`src/rtl/gray_updown_counter.sv`:
```
// Up/down counter that keeps a binary and a Gray-coded copy of the count in lockstep.
// Supports wrap-around or saturation at the ends, synchronous load and async reset.
module gray_updown_counter #(
   parameter int unsigned WIDTH     = 4,
   parameter int unsigned WRAP      = 1,
   parameter int unsigned RESET_VAL = 0
) (
   input  logic             clk,
   input  logic             reset,
   input  logic             enable,
   input  logic             up_dn,
   input  logic             load,
   input  logic [WIDTH-1:0] load_val,
   output logic [WIDTH-1:0] cnt,
   output logic [WIDTH-1:0] bin_cnt,
   output logic             tc,
   output logic             wrap
);

   localparam logic [WIDTH-1:0] MAX_VAL  = '1;
   localparam logic [WIDTH-1:0] MIN_VAL  = '0;
   localparam logic [WIDTH-1:0] RST_BIN  = WIDTH'(RESET_VAL);
   localparam logic [WIDTH-1:0] RST_GRAY = RST_BIN ^ (RST_BIN >> 1);
   localparam bit               WRAP_EN  = (WRAP != 0);

   logic [WIDTH-1:0] bin_q, bin_d;
   logic [WIDTH-1:0] gray_q, gray_d;
   logic             wrap_q, wrap_d;
   logic             at_max, at_min;

   assign at_max = (bin_q == MAX_VAL);
   assign at_min = (bin_q == MIN_VAL);

   // Terminal count follows the requested direction, regardless of enable.
   assign tc = up_dn ? at_max : at_min;

   always_comb begin
      bin_d  = bin_q;
      wrap_d = 1'b0;
      if (load) begin
         bin_d = load_val;
      end else if (enable) begin
         if (up_dn) begin
            if (!at_max) begin
               bin_d = bin_q + WIDTH'(1);
            end else if (WRAP_EN) begin
               bin_d  = MIN_VAL;
               wrap_d = 1'b1;
            end
         end else begin
            if (!at_min) begin
               bin_d = bin_q - WIDTH'(1);
            end else if (WRAP_EN) begin
               bin_d  = MAX_VAL;
               wrap_d = 1'b1;
            end
         end
      end
      gray_d = bin_d ^ (bin_d >> 1);
   end

   always_ff @(posedge clk or posedge reset) begin
      if (reset) begin
         bin_q  <= RST_BIN;
         gray_q <= RST_GRAY;
         wrap_q <= 1'b0;
      end else begin
         bin_q  <= bin_d;
         gray_q <= gray_d;
         wrap_q <= wrap_d;
      end
   end

   assign bin_cnt = bin_q;
   assign cnt     = gray_q;
   assign wrap    = wrap_q;

endmodule
```
`config.mk`:
```
export PLATFORM = sky130hd
export DESIGN_NAME = gray_updown_counter
export DESIGN_NICKNAME = d
export VERILOG_FILES = /design/src/rtl/gray_updown_counter.sv
export SDC_FILE = /design/constraint.sdc
export NUM_CORES = 1
export LEC_CHECK = 0
export CORE_AREA = 3 3 43 45
export CTS_CLUSTER_SIZE = 14
export DETAILED_ROUTE_END_ITERATION = 8
export DIE_AREA = 0 0 46 48
export GPL_TIMING_DRIVEN = 0
export PLACE_DENSITY = 0.74
export SYNTH_ARGS = -nofsm -noshare
export SYNTH_HDL_FRONTEND = slang
export SYNTH_SLANG_ARGS = --single-unit
```
`constraint.sdc`:
```
create_clock -name clk -period 1.6 [get_ports clk]
set_input_delay 0.48 -clock clk [delete_from_list [all_inputs] [get_ports clk]]
set_output_delay 0.48 -clock clk [all_outputs]
set_load 0.02 [all_outputs]
```
==> results.json, run 1 <==
{
  "status": "complete, but fails checks",
  "violations": "setup timing",
  "die_width_um": 46,
  "synth.most_common_cell": "dfrtp_1",
  "ys_seq_area_share_pct": 38.3,
  "synth_cell_type_count": 27,
  "tritoncts": "built",
  "vias_per_cell": 5.09,
  "ios": 19,
  "slew_violations": 0,
  "worst-slew-pin-transition_ns": 0.327,
  "dp.final_hpwl_um": 884,
  "drc": 0,
  "switchingPower_uw": 306,
  "synth_edf_count": 0,
  "critical-path-slowest-cell": "dfrtp_2",
  "syn_inst": 55,
  "fin_nets": 100,
  "grt_pass1_vias": 501,
  "setup-violations-final": 5,
  "cp_max_fo": 2,
  "hold_class": "input pin to async pin",
  "critPathCaptureType": "output pin",
  "worstSetupPathType": "flip-flop to output pin",
  "holdBufCountCts": 0,
  "period_share_pct": 117,
  "pre_cts_ws_ns": -0.969,
  "die_h_um": 48,
  "p_int_uw": 550,
  "place_area_um2": 738,
  "synthMuxAreaShare_pct": 7.66,
  "overflow": 0,
  "fin_crit_ns": 1.87,
  "hold_viol_final": 0,
  "synth.top_cells.by_area": "dfrtp_1 (38%), mux2i_1 (7.7%), nor3b_1 (5.7%), a21oi_1 (4.8%), ha_1 (4.8%)",
  "synth_compound_area_share_pct": 15.3,
  "yosys.area.top_type_share_pct": 38.3,
  "synth-simple-area-share_pct": 21.8,
  "fill_cells": 141,
  "slew_headroom_pct": 77.6,
  "yosys.area_share.xor_xnor_pct": 5.02,
  "path_buf_inv": 2,
  "fin_skew_ns": 0.00402,
  "cp_top_family": "flip-flops",
  "cts_buffers": 3,
  "slowest_delay_ns": 0.41,
  "clockBufferDepth": 2,
  "crit_arrival_ns": 1.39,
  "core_area_um2": 1510,
  "fmax_mhz": 534,
  "layout_setup_ws_ns": -0.274,
  "syn-mean-instance-area_um2": 9.51,
  "clk_latency_ns": 0.25,
  "synth_common_cells": "dfrtp_1 (8), inv_1 (6), a21oi_1 (5)",
  "ys_ff_latch": 8,
  "cts.sinks": 8,
  "synth-adder-area-share_pct": 4.78,
  "pwr-share-clk_pct": 19.1,
  "grt_first_pass_wirelength_mm": 2.12,
  "drive_gt1_share_pct": 40.9,
  "swShare_pct": 35.8,
  "ctsRootBufferMaster": "clkbuf_4",
  "async_reset_ff_share_pct": 100,
  "final_area_um2": 907,
  "clk_pin_slew_worst_paths_ns": 0.05,
  "required_ns": 1.12,
  "yosysTopAreaCell": "dfrtp_1",
  "drt-total-wl_mm": 1.35,
  "diodes": 0,
  "cp_cell_sequence": "inv_2 -> ha_4 -> nor4b_4 -> nand2b_4 -> buf_6",
  "irDropWorstVdd_mv": 0.706,
  "routabilityCongestion": 0.773,
  "dieArea_um2": 2210,
  "p_seq_share_pct": 31.9,
  "io_buffers": 17,
  "grtUsageTotal_pct": 13.6,
  "drt_iter0_drc": 5,
  "area_growth_pct": 73.4,
  "syn-cell-area_um2": 523,
  "crit_path_start_kind": "flip-flop",
  "rows": 14,
  "cellPowerDensity_nw_per_um2": 943,
  "tns_ns": -0.624,
  "synthesis.nets": 66,
  "synth_top_family_by_area": "simple AND/OR/NAND/NOR gates",
  "initial_core_util_pct": 34.7,
  "htree_levels": 1,
  "ys_warn_count": 0,
  "dr_total_vias": 529,
  "drtAntennaViolNets": 0,
  "grt_start_max_net_pins": 11,
  "dr.pass1.iters": 4,
  "p_comb_share_pct": 49.0,
  "p_leak_nw": 0.409,
  "synth-main-ff-cell": "dfrtp_1",
  "drv_cap": 0,
  "wire_per_inst_um": 13.0,
  "antenna_found_initial": 0,
  "rsz0062_at_grt": "yes"
}
-- what timing repair did --
action,in CTS,in global routing
setup endpoints to repair,16,10
setup buffers,8,4
pin swaps,5,3
resized for setup,27,8
-- state kept, by name (all words and copies together) (netlist names) --
register / count
bin_cnt: 4
cnt: 3
wrap: 1
-- cells by family after synthesis --
| group | count (synthesis) |
|---|---|
| AOI/OAI and AO/OA | 12 |
| and+or+nand+nor | 17 |
| muxes | 4 |
| DFF | 8 |
| buffers and inverters | 9 |
| adders and majority gates | 2 |
| xor gates and xnor gates | 3 |
-- power by group through the flow --
stage / sequential, mW / combinational (mW) / clock, mW
CTS: 0.272 / 0.385 / 0.170
global placement: 0.290 / 0.326 / 0
finish: 0.273 / 0.419 / 0.163
floorplan: 0.335 / 0.147 / 0
detailed placement: 0.292 / 0.330 / 0
global route: 0.278 / 0.452 / 0.189
-- final cells by class --
class	count	area, µm²	area share [%]
plain buffers	3	16.3	1.79
clock buffers	4	26.3	2.90
inverters	6	22.5	2.48
multi-input cells	38	358	39.4
flip-flops and latches	8	205	22.6
well taps	16	20.0	2.21
repair buffers	29	259	28.6
-- per-layer routing --
metal | global-route usage, % | wire [µm] | vias to the layer above
li1 | - | - | 261
met1 | 16.0 | 551 | 250
met4 | 3.41 | 0 | 0
met3 | 5.64 | 92 | 0
met5 | 0 | 0 | -
met2 | 22.8 | 707 | 18
-- cells in the final DEF, fill, tap and decap left out, drive strengths merged --
master / count
o211ai: 1
nand2: 1
nand4: 2
a32oi: 1
nor2b: 2
clkdlybuf4s15: 1
o311ai: 1
inv: 6
a2bb2oi: 1
nor4b: 1
ha: 2
or2b: 1
mux2i: 4
clkbuf: 8
or4b: 1
buf: 14
nand3: 1
nand3b: 1
a31o: 1
o21ai: 1
nor2: 1
xnor2: 2
nor3b: 4
a211oi: 1
dlygate4sd2: 7
clkdlybuf4s50: 6
nand2b: 2
a21oi: 5
dfrtp: 8
xor2: 1
-- path summary, 6_finish.rpt --
check                                startpoint              endpoint  slack (ns)  depth (start not counted)
setup / recovery           bin_cnt[1]$_DFF_PP0_                    tc       -0.27                          5
hold / removal                            reset      cnt[2]$_DFF_PP0_        0.46                          2
setup reg to reg           bin_cnt[1]$_DFF_PP0_      cnt[2]$_DFF_PP0_       -0.14                          8
hold reg to reg            bin_cnt[0]$_DFF_PP0_  bin_cnt[0]$_DFF_PP0_        0.79                          3
max in group asynchronous                 reset  bin_cnt[0]$_DFF_PP0_        0.89                          2
min in group clk                         enable        wrap$_DFF_PP0_        0.60                          3
-- worst reg2reg max path, delay by kind of cell, from the launching register on --
kind / cells / cell delay [ns]
compound gates: 2 / 0.39
fa+ha+maj: 1 / 0.20
buf+inv: 3 / 0.40
flops: 1 / 0.41
simple gates: 2 / 0.27
-- through the flow --
step	total power [mW]	util (%)	instances	hold slack, ns
floorplan	0.482	-	55	0.296
global placement	0.616	49.0	88	0.732
detailed placement	0.622	49.0	88	0.745
CTS	0.828	57.1	100	0.470
global route	0.919	60.2	104	0.489
finish	0.856	60.2	104	0.465
No activity file was read; power rests on OpenSTA's default activity.
==> run 2: changes to the inputs <==
--- a/config.mk
+++ b/config.mk
@@ -5,12 +5,14 @@
 export SDC_FILE = /design/constraint.sdc
 export NUM_CORES = 1
 export LEC_CHECK = 0
+export CAP_MARGIN = 30
 export CORE_AREA = 3 3 43 45
 export CTS_CLUSTER_SIZE = 14
 export DETAILED_ROUTE_END_ITERATION = 8
 export DIE_AREA = 0 0 46 48
 export GPL_TIMING_DRIVEN = 0
-export PLACE_DENSITY = 0.74
+export HOLD_SLACK_MARGIN = 0.15
+export PLACE_DENSITY = 0.72
 export SYNTH_ARGS = -nofsm -noshare
 export SYNTH_HDL_FRONTEND = slang
 export SYNTH_SLANG_ARGS = --single-unit
==> constraint.sdc (replaced) <==
create_clock -name clk -period 2.15 [get_ports clk]
set_input_delay 0.645 -clock clk [delete_from_list [all_inputs] [get_ports clk]]
set_output_delay 0.645 -clock clk [all_outputs]
set_load 0.02 [all_outputs]
==> run 2 against run 1 <==
The flow now finishes without violations. Cell count down 4.8%. Final area is 8.4% lower. Clock-buffer cell count fell by 1. Global-route usage decreased by 1.6 points. Core utilization down 5.1 points. Wire length is 6.3% lower. Via count fell by 3.0%. Register-to-register slack better by 0.60 ns. Highest routed layer unchanged.
==> results.json, run 2 (synthesis results as in run 1) <==
{
  "status": "finished, final reports clean",
  "gr-usage-met3_pct": 5.64,
  "drive_gt1_share_pct": 26.5,
  "irDropWorstVdd_mv": 0.525,
  "grt_use_met2_pct": 16.8,
  "drtAntennaViolNets": 0,
  "required_ns": 1.50,
  "clk_latency_ns": 0.26,
  "die_h_um": 48,
  "hold_class": "input pin to async pin",
  "drt_iter0_drc": 15,
  "tns_ns": 0,
  "initial_core_util_pct": 34.7,
  "diodes": 0,
  "fin_hold_ws_ns": 0.623,
  "overflow": 0,
  "pre_cts_ws_ns": -0.777,
  "gr-usage-met1_pct": 16.2,
  "grtUsageTotal_pct": 12.0,
  "fin_skew_ns": 0.0110,
  "tritoncts": "built",
  "dr.pass1.iters": 4,
  "hold_viol_final": 0,
  "final_cell_mix": "clkdlybuf4s50_1 (14), buf_4 (10), inv_1 (6)",
  "crit_arrival_ns": 1.46,
  "core_area_um2": 1510,
  "p_seq_share_pct": 34.0,
  "swShare_pct": 34.3,
  "dp.final_hpwl_um": 859,
  "cellPowerDensity_nw_per_um2": 732,
  "p_int_uw": 400,
  "dieArea_um2": 2210,
  "clk_pin_slew_worst_paths_ns": 0.06,
  "final_common_cell": "clkdlybuf4s50_1",
  "worst-slew-pin-transition_ns": 0.423,
  "routabilityCongestion": 0.794,
  "layout_setup_ws_ns": 0.0447,
  "largest_reg_flops": 4,
  "slew_violations": 0,
  "area_growth_pct": 58.9,
  "cp_max_fo": 3,
  "wire_per_inst_um": 12.8,
  "rows": 14,
  "power_uw": 608,
  "dr_total_vias": 513,
  "vias_per_cell": 5.18,
  "grt_first_pass_wirelength_mm": 1.85,
  "drv_cap": 0,
  "cts_buffers": 3,
  "crit_path_start_kind": "flip-flop",
  "antenna_found_initial": 0,
  "ios": 19,
  "fin_crit_ns": 2.11,
  "slew_headroom_pct": 71.8,
  "clockBufferDepth": 2,
  "pwr-share-clk_pct": 18.5,
  "worstSetupPathType": "flip-flop to output pin",
  "grt_pass1_vias": 433,
  "fill_cells": 141,
  "cts.sinks": 8,
  "fmax_mhz": 475,
  "holdBufCountCts": 0,
  "htree_levels": 1,
  "ctsRootBufferMaster": "clkbuf_4",
  "drc": 0,
  "fin_nets": 96,
  "switchingPower_uw": 209,
  "io_buffers": 17,
  "period_share_pct": 97.9,
  "p_leak_nw": 0.373,
  "critPathCaptureType": "output pin",
  "setup-violations-final": 0,
  "die_width_um": 46,
  "finish.utilization_pct": 55.1,
  "gr-max-usage-layer": "met2",
  "grt_start_max_net_pins": 11,
  "p_comb_share_pct": 47.5,
  "drt-total-wl_mm": 1.27
}
run 2: changes by cell type in the layout (fill, tap and decap cells not counted), sizes merged:
cell | before | now
dlygate4sd2 | 7 | 0
clkbuf | 8 | 6
buf | 14 | 10
clkdlybuf4s15 | 1 | 0
dlymetal6s2s | 0 | 1
clkdlybuf4s50 | 6 | 14
run 2: metrics by stage:
stage / std cells / cell area [µm²]
floorplan: 55 / 523
CTS: 91 / 751
finish: 99 / 831
global route: 99 / 831
global placement: 88 / 713
detailed placement: 88 / 713
run 2: area by class of cell:
type / instances / area [µm²] / share of cell area [%]
Inverter: 6 / 22.5 / 2.71
Timing Repair Buffer: 25 / 225 / 27.1
Buffer: 3 / 15.0 / 1.81
Clock buffer: 3 / 22.5 / 2.71
Sequential cell: 8 / 205 / 24.7
Tap cell: 16 / 20.0 / 2.41
Multi-Input combinational cell: 38 / 320 / 38.6
run 2: critical path: stages, from the launching register on:
cell and delay [ns]:
dfrtp_2 0.41, inv_1 0.12, ha_4 0.16, nor4b_4 0.21, nand2b_4 0.17, buf_4 0.14
run 2: worst paths after layout:
check,startpoint,endpoint,slack [ns],cells after the start
max,bin_cnt[0]$_DFF_PP0_,tc,0.04,5
min,reset,cnt[2]$_DFF_PP0_,0.62,2
max reg2reg,bin_cnt[0]$_DFF_PP0_,cnt[1]$_DFF_PP0_,0.46,6
min reg2reg,bin_cnt[0]$_DFF_PP0_,bin_cnt[0]$_DFF_PP0_,0.78,3
max in group asynchronous,reset,bin_cnt[0]$_DFF_PP0_,1.27,2
min in group clk,bin_cnt[0]$_DFF_PP0_,bin_cnt[0]$_DFF_PP0_,0.78,3
run 2: what timing repair did:
action | 4_1_cts | 5_1_grt
hold endpoints to repair | 0 | 0
setup buffers | 0 | 8
gates resized for setup | 11 | 7
endpoints found under the setup margin | 1 | 3
run 2: power by group through the flow:
stage | clock network (mW) | registers (mW) | logic [mW]
3_3_place_gp | 0 | 0.211 | 0.237
3_5_place_dp | 0 | 0.212 | 0.241
5_1_grt | 0.129 | 0.210 | 0.314
4_1_cts | 0.116 | 0.214 | 0.244
2_1_floorplan | 0 | 0.244 | 0.105
6_report | 0.112 | 0.207 | 0.289
run 2: metal layers:
| layer | share of wire [%] | vias up |
|---|---|---|
| met4 | 0 | 0 |
| li1 | - | 254 |
| met3 | 7.2 | 0 |
| met5 | 0 | - |
| met2 | 50 | 17 |
| met1 | 43 | 242 |
==> run 3: changes to the inputs <==
--- a/config.mk
+++ b/config.mk
@@ -10,7 +10,6 @@
 export CTS_CLUSTER_SIZE = 14
 export DETAILED_ROUTE_END_ITERATION = 8
 export DIE_AREA = 0 0 46 48
-export GPL_TIMING_DRIVEN = 0
 export HOLD_SLACK_MARGIN = 0.15
 export PLACE_DENSITY = 0.72
 export SYNTH_ARGS = -nofsm -noshare
==> run 3 against run 2 <==
Die area is the same. Clock-buffer cell count unchanged. Final area rose by 0.15%. Global-route usage up 1.5 points. Wire length grew 4.4%. Core utilization is 0.083 points higher. First-iteration DRC count down 73%. Sequential power down 6%. Worst setup slack better by 0.030 ns. Largest cell class unchanged. Highest routed layer is now met4.
==> results.json, run 3 (synthesis results as in run 1) <==
{
  "fin_cells": 100,
  "cellPowerDensity_nw_per_um2": 732,
  "place_area_um2": 791,
  "htree_levels": 1,
  "wire_per_inst_um": 13.2,
  "grt_pass1_vias": 484,
  "pre_cts_ws_ns": -0.644,
  "cts.sinks": 8,
  "irDropWorstVdd_mv": 0.452,
  "final_cell_mix": "clkdlybuf4s50_1 (14), buf_4 (10), dfrtp_1 (8)",
  "ctsRootBufferMaster": "clkbuf_4",
  "initial_core_util_pct": 34.7,
  "clk_latency_ns": 0.26,
  "die_h_um": 48,
  "io_buffers": 18,
  "hold_class": "input pin to async pin",
  "place_inst": 97,
  "core_area_um2": 1510,
  "drtAntennaViolNets": 0,
  "rows": 14,
  "grt_first_pass_wirelength_mm": 2.04,
  "antenna_found_initial": 0,
  "worst-r2r-setup-slack_ns": 0.46,
  "crit_arrival_ns": 1.43,
  "drv_cap": 0,
  "fin_nets": 97,
  "die_width_um": 46,
  "drt_iter0_drc": 4,
  "dr_total_vias": 528,
  "tritoncts": "built",
  "status": "finished, final reports clean",
  "routabilityCongestion": 0.750,
  "multi_input_area_um2": 299,
  "dieArea_um2": 2210,
  "seq_area_um2": 200,
  "final_common_cell": "clkdlybuf4s50_1",
  "cp_max_fo": 2,
  "worstSetupPathType": "flip-flop to output pin",
  "drc": 0,
  "critPathCaptureType": "output pin",
  "tns_ns": 0,
  "slew_violations": 0,
  "vias_per_cell": 5.28,
  "fmax_mhz": 482,
  "required_ns": 1.50,
  "fill_cells": 146,
  "setup-violations-final": 0,
  "clk_pin_slew_worst_paths_ns": 0.06,
  "cts_buffers": 3,
  "crit_path_start_kind": "flip-flop",
  "period_share_pct": 96.5,
  "fin_crit_ns": 2.08,
  "ios": 19,
  "largest_reg_flops": 4,
  "drive_gt1_share_pct": 22.6,
  "finish.utilization_pct": 55.2,
  "layout_setup_ws_ns": 0.0746,
  "hold_viol_final": 0,
  "diodes": 0,
  "p_leak_nw": 0.399,
  "post_cts_buffers": 0,
  "fin_skew_ns": 0.00419,
  "drt-total-wl_mm": 1.32,
  "reg2regPathDepth": 7,
  "holdBufCountCts": 0,
  "dp.final_hpwl_um": 992,
  "overflow": 0,
  "worst-slew-pin-transition_ns": 0.389,
  "final_area_um2": 832,
  "clockBufferDepth": 2,
  "grtUsageTotal_pct": 13.5,
  "area_growth_pct": 59.1,
  "grt_start_max_net_pins": 10,
  "dr.pass1.iters": 3,
  "slew_headroom_pct": 73.7
}
[run 3: layout make-up]
class	count	area share (%)
multi-input cells	38	35.9
well taps	16	2.41
inverters	6	2.71
flip-flops and latches	8	24.1
repair buffers	29	32.2
clock buffers	3	2.71
[run 3: metal layers]
layer  GRT usage [%]  share of wire [%]
met2            21.7                 53
met1            16.8                 40
met4            6.82                1.1
met5               0                  0
met3            3.38                5.4
[run 3: final timing paths]
path | start | endpoint
setup / recovery | bin_cnt[1]$_DFF_PP0_ | tc
hold / removal | reset | bin_cnt[3]$_DFF_PP0_
setup reg to reg | bin_cnt[0]$_DFF_PP0_ | cnt[2]$_DFF_PP0_
hold reg to reg | bin_cnt[2]$_DFF_PP0_ | wrap$_DFF_PP0_
max in group asynchronous | reset | bin_cnt[0]$_DFF_PP0_
min in group clk | bin_cnt[2]$_DFF_PP0_ | wrap$_DFF_PP0_
[run 3: timing repair]
action,4_1_cts,5_1_grt
endpoints found under the setup margin,1,3
pin swaps,0,1
resized for setup,8,6
[run 3: power by group]
| part | total, mW | internal, mW | switching (mW) |
|---|---|---|---|
| registers | 0.194 | 0.180 | 0.0139 |
| logic | 0.297 | 0.155 | 0.142 |
| clock network | 0.119 | 0.0641 | 0.0545 |
[run 3: worst max-delay path, stage by stage, from the launching register on]
cell      delay (ns)
dfrtp_1         0.38
inv_1           0.08
ha_1            0.17
nor4b_2         0.24
nand2b_4        0.19
buf_6           0.12
[run 3: through the flow]
| step | hold slack [ns] | power, mW |
|---|---|---|
| after floorplan | 0.461 | 0.349 |
| after global placement | 0.725 | 0.488 |
| after detailed placement | 0.726 | 0.492 |
| after CTS | 0.627 | 0.619 |
| after global routing | 0.685 | 0.651 |
| final | 0.623 | 0.609 |
